==> src/rtl/hex_entry_pkg.sv <==
// Shared constants and event encoding for the hex entry buffer.
// Latency: n/a; backpressure: n/a.
package hex_entry_pkg;
   localparam int NUM_NIBBLES      = 16;
   localparam int COUNT_W          = 5;
   localparam int WORD_W           = 64;
   localparam int DEFAULT_DEBOUNCE = 500000;

   typedef enum logic [1:0] {
      EV_NONE,
      EV_CLEAR,
      EV_BACK,
      EV_LOAD
   } event_e;
endpackage

==> src/rtl/button_debouncer.sv <==
// Synchronizes, debounces and edge-detects one active-low push button.
// Latency: 2 sync + DEBOUNCE_CYCLES to level/press; backpressure: none, press is a one-cycle pulse.
module button_debouncer
   import hex_entry_pkg::*;
#(
   parameter int DEBOUNCE_CYCLES = DEFAULT_DEBOUNCE
) (
   input  logic iCLK,
   input  logic iRST_N,
   input  logic iBTN_N,
   output logic oLEVEL,
   output logic oPRESS
);
   localparam int CNT_W = (DEBOUNCE_CYCLES > 2) ? $clog2(DEBOUNCE_CYCLES) : 1;
   localparam logic [CNT_W-1:0] CNT_MAX = CNT_W'(DEBOUNCE_CYCLES - 1);

   logic             sync1_q, sync1_d;
   logic             sync2_q, sync2_d;
   logic             level_q, level_d;
   logic [CNT_W-1:0] cnt_q, cnt_d;
   logic             press_q, press_d;
   logic [1:0]       flush_q, flush_d;
   logic             armed_q, armed_d;

   always_comb begin
      sync1_d = iBTN_N;
      sync2_d = sync1_q;
      flush_d = {flush_q[0], 1'b1};
      // Presses are only honoured once the button has been seen released after reset,
      // so a button held through reset release never yields an event on its first settle.
      armed_d = armed_q | (flush_q[1] & sync2_q);
      level_d = level_q;
      cnt_d   = cnt_q;
      press_d = 1'b0;
      if (sync2_q == level_q) begin
         cnt_d = '0;
      end else if (cnt_q == CNT_MAX) begin
         level_d = ~level_q;
         cnt_d   = '0;
         press_d = level_q & armed_q;
      end else begin
         cnt_d = cnt_q + CNT_W'(1);
      end
   end

   always_ff @(posedge iCLK or negedge iRST_N) begin
      if (!iRST_N) begin
         sync1_q <= 1'b1;
         sync2_q <= 1'b1;
         level_q <= 1'b1;
         cnt_q   <= '0;
         press_q <= 1'b0;
         flush_q <= 2'b00;
         armed_q <= 1'b0;
      end else begin
         sync1_q <= sync1_d;
         sync2_q <= sync2_d;
         level_q <= level_d;
         cnt_q   <= cnt_d;
         press_q <= press_d;
         flush_q <= flush_d;
         armed_q <= armed_d;
      end
   end

   assign oLEVEL = level_q;
   assign oPRESS = press_q;
endmodule

==> src/rtl/hex_entry_buffer.sv <==
// Builds a 16-nibble word from switch digits under load/backspace/clear buttons.
// Latency: outputs update one cycle after a press event; backpressure: none, extra events dropped.
module hex_entry_buffer
   import hex_entry_pkg::*;
#(
   parameter int DEBOUNCE_CYCLES = DEFAULT_DEBOUNCE
) (
   input  logic              iCLK,
   input  logic              iRST_N,
   input  logic [3:0]        iNIB,
   input  logic              iLOAD_N,
   input  logic              iBACK_N,
   input  logic              iCLEAR_N,
   output logic [WORD_W-1:0] oVALUES,
   output logic [COUNT_W-1:0] oCOUNT,
   output logic              oFULL,
   output logic              oUPDATE
);
   logic [3:0]         nib_s1_q, nib_s1_d;
   logic [3:0]         nib_s2_q, nib_s2_d;
   logic [WORD_W-1:0]  values_q, values_d;
   logic [COUNT_W-1:0] count_q, count_d;
   logic               full_q, full_d;
   logic               update_q, update_d;
   logic               load_press, back_press, clear_press;
   logic               load_level, back_level, clear_level;
   event_e             ev;

   button_debouncer #(.DEBOUNCE_CYCLES(DEBOUNCE_CYCLES)) u_load (
      .iCLK(iCLK), .iRST_N(iRST_N), .iBTN_N(iLOAD_N), .oLEVEL(load_level), .oPRESS(load_press)
   );
   button_debouncer #(.DEBOUNCE_CYCLES(DEBOUNCE_CYCLES)) u_back (
      .iCLK(iCLK), .iRST_N(iRST_N), .iBTN_N(iBACK_N), .oLEVEL(back_level), .oPRESS(back_press)
   );
   button_debouncer #(.DEBOUNCE_CYCLES(DEBOUNCE_CYCLES)) u_clear (
      .iCLK(iCLK), .iRST_N(iRST_N), .iBTN_N(iCLEAR_N), .oLEVEL(clear_level), .oPRESS(clear_press)
   );

   always_comb begin
      if (clear_press)      ev = EV_CLEAR;
      else if (back_press)  ev = EV_BACK;
      else if (load_press)  ev = EV_LOAD;
      else                  ev = EV_NONE;
   end

   always_comb begin
      nib_s1_d = iNIB;
      nib_s2_d = nib_s1_q;
      values_d = values_q;
      count_d  = count_q;
      update_d = 1'b0;
      unique case (ev)
         EV_CLEAR: begin
            values_d = '0;
            count_d  = '0;
            update_d = 1'b1;
         end
         EV_BACK: begin
            if (count_q != '0) begin
               for (int k = 0; k < NUM_NIBBLES; k++) begin
                  if (COUNT_W'(k + 1) == count_q) values_d[WORD_W-1-4*k -: 4] = 4'h0;
               end
               count_d  = count_q - COUNT_W'(1);
               update_d = 1'b1;
            end
         end
         EV_LOAD: begin
            if (count_q != COUNT_W'(NUM_NIBBLES)) begin
               for (int k = 0; k < NUM_NIBBLES; k++) begin
                  if (COUNT_W'(k) == count_q) values_d[WORD_W-1-4*k -: 4] = nib_s2_q;
               end
               count_d  = count_q + COUNT_W'(1);
               update_d = 1'b1;
            end
         end
         default: ;
      endcase
      full_d = (count_d == COUNT_W'(NUM_NIBBLES));
   end

   always_ff @(posedge iCLK or negedge iRST_N) begin
      if (!iRST_N) begin
         nib_s1_q <= '0;
         nib_s2_q <= '0;
         values_q <= '0;
         count_q  <= '0;
         full_q   <= 1'b0;
         update_q <= 1'b0;
      end else begin
         nib_s1_q <= nib_s1_d;
         nib_s2_q <= nib_s2_d;
         values_q <= values_d;
         count_q  <= count_d;
         full_q   <= full_d;
         update_q <= update_d;
      end
   end

   assign oVALUES = values_q;
   assign oCOUNT  = count_q;
   assign oFULL   = full_q;
   assign oUPDATE = update_q;
endmodule

==> config.mk <==
export PLATFORM = sky130hd
export DESIGN_NAME = hex_entry_buffer
export DESIGN_NICKNAME = d
export VERILOG_FILES = /design/src/rtl/hex_entry_pkg.sv /design/src/rtl/button_debouncer.sv /design/src/rtl/hex_entry_buffer.sv
export SDC_FILE = /design/constraint.sdc
export NUM_CORES = 1
export LEC_CHECK = 0
export BUFFER_PORTS_ARGS = -buffer_cell sky130_fd_sc_hd__buf_2
export CAP_MARGIN = 20
export CORE_ASPECT_RATIO = 1.25
export CORE_UTILIZATION = 46
export DETAILED_ROUTE_END_ITERATION = 10
export HOLD_SLACK_MARGIN = 0.03
export PLACE_DENSITY = 0.75
export SYNTH_ARGS = -nofsm -noshare
export SYNTH_HDL_FRONTEND = slang
export SYNTH_HIERARCHICAL = 1
export SYNTH_SLANG_ARGS = --single-unit
==> constraint.sdc <==
create_clock -name iCLK -period 3.5 [get_ports iCLK]
set_clock_uncertainty 0.15 [all_clocks]
set_input_delay 0.875 -clock iCLK [delete_from_list [all_inputs] [get_ports iCLK]]
set_output_delay 0.875 -clock iCLK [all_outputs]
set_load 0.005 [all_outputs]
==> impl_metrics.env <==
export IMPL_instances_no_fill=897
export IMPL_fillers=1239
export IMPL_antenna_found_initial=0
export IMPL_drtAntennaViolNets=0
export IMPL_synth_fa_ha_area_frac=0.01576
export IMPL_outcome="finished clean"
export IMPL_drc=0
export IMPL_worst_pin_slew_ns=0.9848
export IMPL_period_needed_ns=2.815
export IMPL_synth_distinct_cells=52
export IMPL_worstHoldEndpoint="nib_s2_q[2]"
export IMPL_placed_area_sq_um=7777
export IMPL_cp_end_kind="register"
export IMPL_nets=694
export IMPL_cpPeakStageDelay_ns=0.73
export IMPL_timing_rr_end="oVALUES[16]"
export IMPL_wl_per_cell_um=15.98
export IMPL_setup_viol=0
export IMPL_worstHoldPathType="register to register"
export IMPL_core_area_sq_um=15080
export IMPL_critPathSlowestCell="a221oi_1"
export IMPL_synthFlopType="dfrtp_1"
export IMPL_area_growth_pct=16.87
export IMPL_drive_gt1_frac=0.3396
export IMPL_dieArea_sq_um=16040
export IMPL_hold_depth=0
export IMPL_total_power_mw=3.666
export IMPL_track_usage=0.1889
export IMPL_final_util=0.5538
export IMPL_synth_top_family_by_area="simple AND/OR/NAND/NOR gates"
export IMPL_critPathKind="register to register"
export IMPL_first_global_vias=4812
export IMPL_htree_num_levels=4
export IMPL_dr_total_vias=4865
export IMPL_period_share=0.8043
export IMPL_cts_setup_buffers=0
export IMPL_netlist_instances=588
export IMPL_fin_ws_ns=0.6849
export IMPL_power_density_nw_per_um2=439.1
export IMPL_vias_per_cell=5.424
export IMPL_synth_avg_cell_area_sq_um=12.15
export IMPL_post_cts_resized=0
export IMPL_synth_compound_area_frac=0.07583
export IMPL_rsz0062_at_grt="no"
export IMPL_mostFrequentLayoutCells="148 x dfrtp_1, 78 x buf_2, 64 x mux2_2"
export IMPL_rows=50
export IMPL_drt_total_wl_mm=14.34
export IMPL_synthMuxAreaShare=0.1100
export IMPL_r2r_start="oCOUNT[0]"
export IMPL_path_cells="inv_1 > ha_1 > nor2b_1 > nand3_1 > a221oi_1 > mux2_2"
export IMPL_drt_iter0_drc=278
export IMPL_place_worst_setup_slack_ns=0.7409
export IMPL_hpwl_mm=10.06
export IMPL_start_util=0.4739
export IMPL_final_max_slew_viol_count=0
export IMPL_slew_headroom=0.3431
export IMPL_io_buffers=79
export IMPL_power_leakage_nw=3.847
export IMPL_synthSimpleGateAreaFrac=0.1750
export IMPL_crit_fanout=9
export IMPL_synthArstFlopShare=1.000
export IMPL_synth_area_sq_um=7144
export IMPL_insertion_delay_ns=0.41
export IMPL_path_clk_slew_ns=0.06
export IMPL_placedCellCount=865
export IMPL_cts_tree="yes"
export IMPL_io_pins=80
export IMPL_hold_start="nib_s1_q[2]"
export IMPL_clock_fmax_mhz=355.2
export IMPL_synth_edf_count=0
export IMPL_r2r_slack_ns=0.68
export IMPL_arrival_ns=2.96
export IMPL_finalHoldViolations=0
export IMPL_start_kind="register"
export IMPL_drtPass1Iterations=4
export IMPL_syn_num_nets=606
export IMPL_place_gp_congestion=0.8886
export IMPL_grt_pass1_wl_mm=23.89
export IMPL_ff2ff_path_depth=6
export IMPL_ys_seq_area_frac=0.5515
export IMPL_yosys_warnings=6
export IMPL_clockBufferDepth=2
export IMPL_whs_ns=0.1951
export IMPL_final_area_sq_um=8349
export IMPL_synth_xor_area_frac=0.05149
export IMPL_die_w_um=113.5
export IMPL_grt_ovfl_total=0
export IMPL_root_buffer="clkbuf_16"
export IMPL_vdd_ir_drop_max_v=0.0002930
export IMPL_synth_seq_cells=157
export IMPL_layout_commonest_cell="dfrtp_1"
export IMPL_tns_ns=0
export IMPL_clock_sinks=157
export IMPL_grt_max_degree=64
export IMPL_maxCapViolations=0
export IMPL_die_height_um=141.3
export IMPL_cts_made_buffers=17
export IMPL_holdBufCountCts=0
export IMPL_diodes=0
export IMPL_cp_required_ns=3.65
state kept, by name, indices dropped and copies added, names as in the netlist, 2 cells and up:
register         count
nib_s1_q             4
nib_s2_q             4
oCOUNT               5
oVALUES             64
u_back/cnt_q        19
u_back/flush_q       2
u_clear/cnt_q       19
u_clear/flush_q      2
u_load/cnt_q        19
u_load/flush_q       2
logic make-up after synthesis:
family / count (synthesis)
AND/OR/NAND/NOR: 222
AO/OA/AOI/OAI: 58
buffers and inverters: 28
other: 3
adder cells (fa/ha/maj): 9
multiplexers: 69
XOR/XNOR: 42
flip-flops: 157
layer usage:
layer / vias up / track usage / part of all wire
met1: 2438 / 0.2296 / 0.43
met3: 23 / 0.04699 / 0.038
met5: - / 0 / 0
li1: 2283 / - / -
met2: 121 / 0.3264 / 0.51
met4: 0 / 0.06440 / 0.019
synth_stat cells (all sizes together), types with 7 or more instances:
master | instances | share of area
or4 | 9 | 0.011
dfrtp | 148 | 0.52
xnor2 | 33 | 0.040
nor2b | 7 | 0.0061
o31ai | 10 | 0.016
dfstp | 9 | 0.033
buf | 9 | 0.0086
or3 | 17 | 0.021
o21ai | 9 | 0.0063
ha | 9 | 0.016
nand4 | 21 | 0.025
nor3 | 20 | 0.014
a21oi | 14 | 0.0098
xor2 | 9 | 0.011
and2 | 7 | 0.0061
mux2 | 67 | 0.11
nand3 | 22 | 0.015
a221oi | 15 | 0.028
inv | 13 | 0.0072
nor2 | 57 | 0.030
nand2 | 37 | 0.019
power by group:
part           switching (mW)  internal (mW)
logic                  0.0544         0.0186
registers              0.0180           1.84
clock network           0.716           1.02
total                   0.789           2.88
how the worst max path moves through the flow:
| stage | cells past startpoint | from | endpoint |
|---|---|---|---|
| after CTS | 6 | oCOUNT[0] | oVALUES[16] |
| after global routing | 6 | oCOUNT[0] | oVALUES[19] |
| after floorplan | 8 | oCOUNT[0] | oVALUES[4] |
| final | 6 | oCOUNT[0] | oVALUES[16] |
| after detailed placement | 6 | oCOUNT[0] | oVALUES[16] |
| after global placement | 6 | oCOUNT[0] | oVALUES[16] |
critical path: cells and delay by family (launching register included):
family	cells	cell delay (ns)
buffers and inverters	1	0.14
muxes	1	0.41
adders and majority gates	1	0.25
and+or+nand+nor	2	0.54
AOI/OAI and AO/OA	1	0.73
DFF	1	0.47
cell type report:
class / count / area (sq um) / share of cell area
well taps: 208 / 260.3 / 0.03117
clock inverters: 12 / 115.1 / 0.01379
flip-flops and latches: 157 / 3940 / 0.4719
inverters: 13 / 51.30 / 0.006144
repair buffers: 84 / 451.7 / 0.05410
multi-input cells: 403 / 3074 / 0.3682
clock buffers: 20 / 456.7 / 0.05470
No activity file was read; power rests on OpenSTA's default activity.
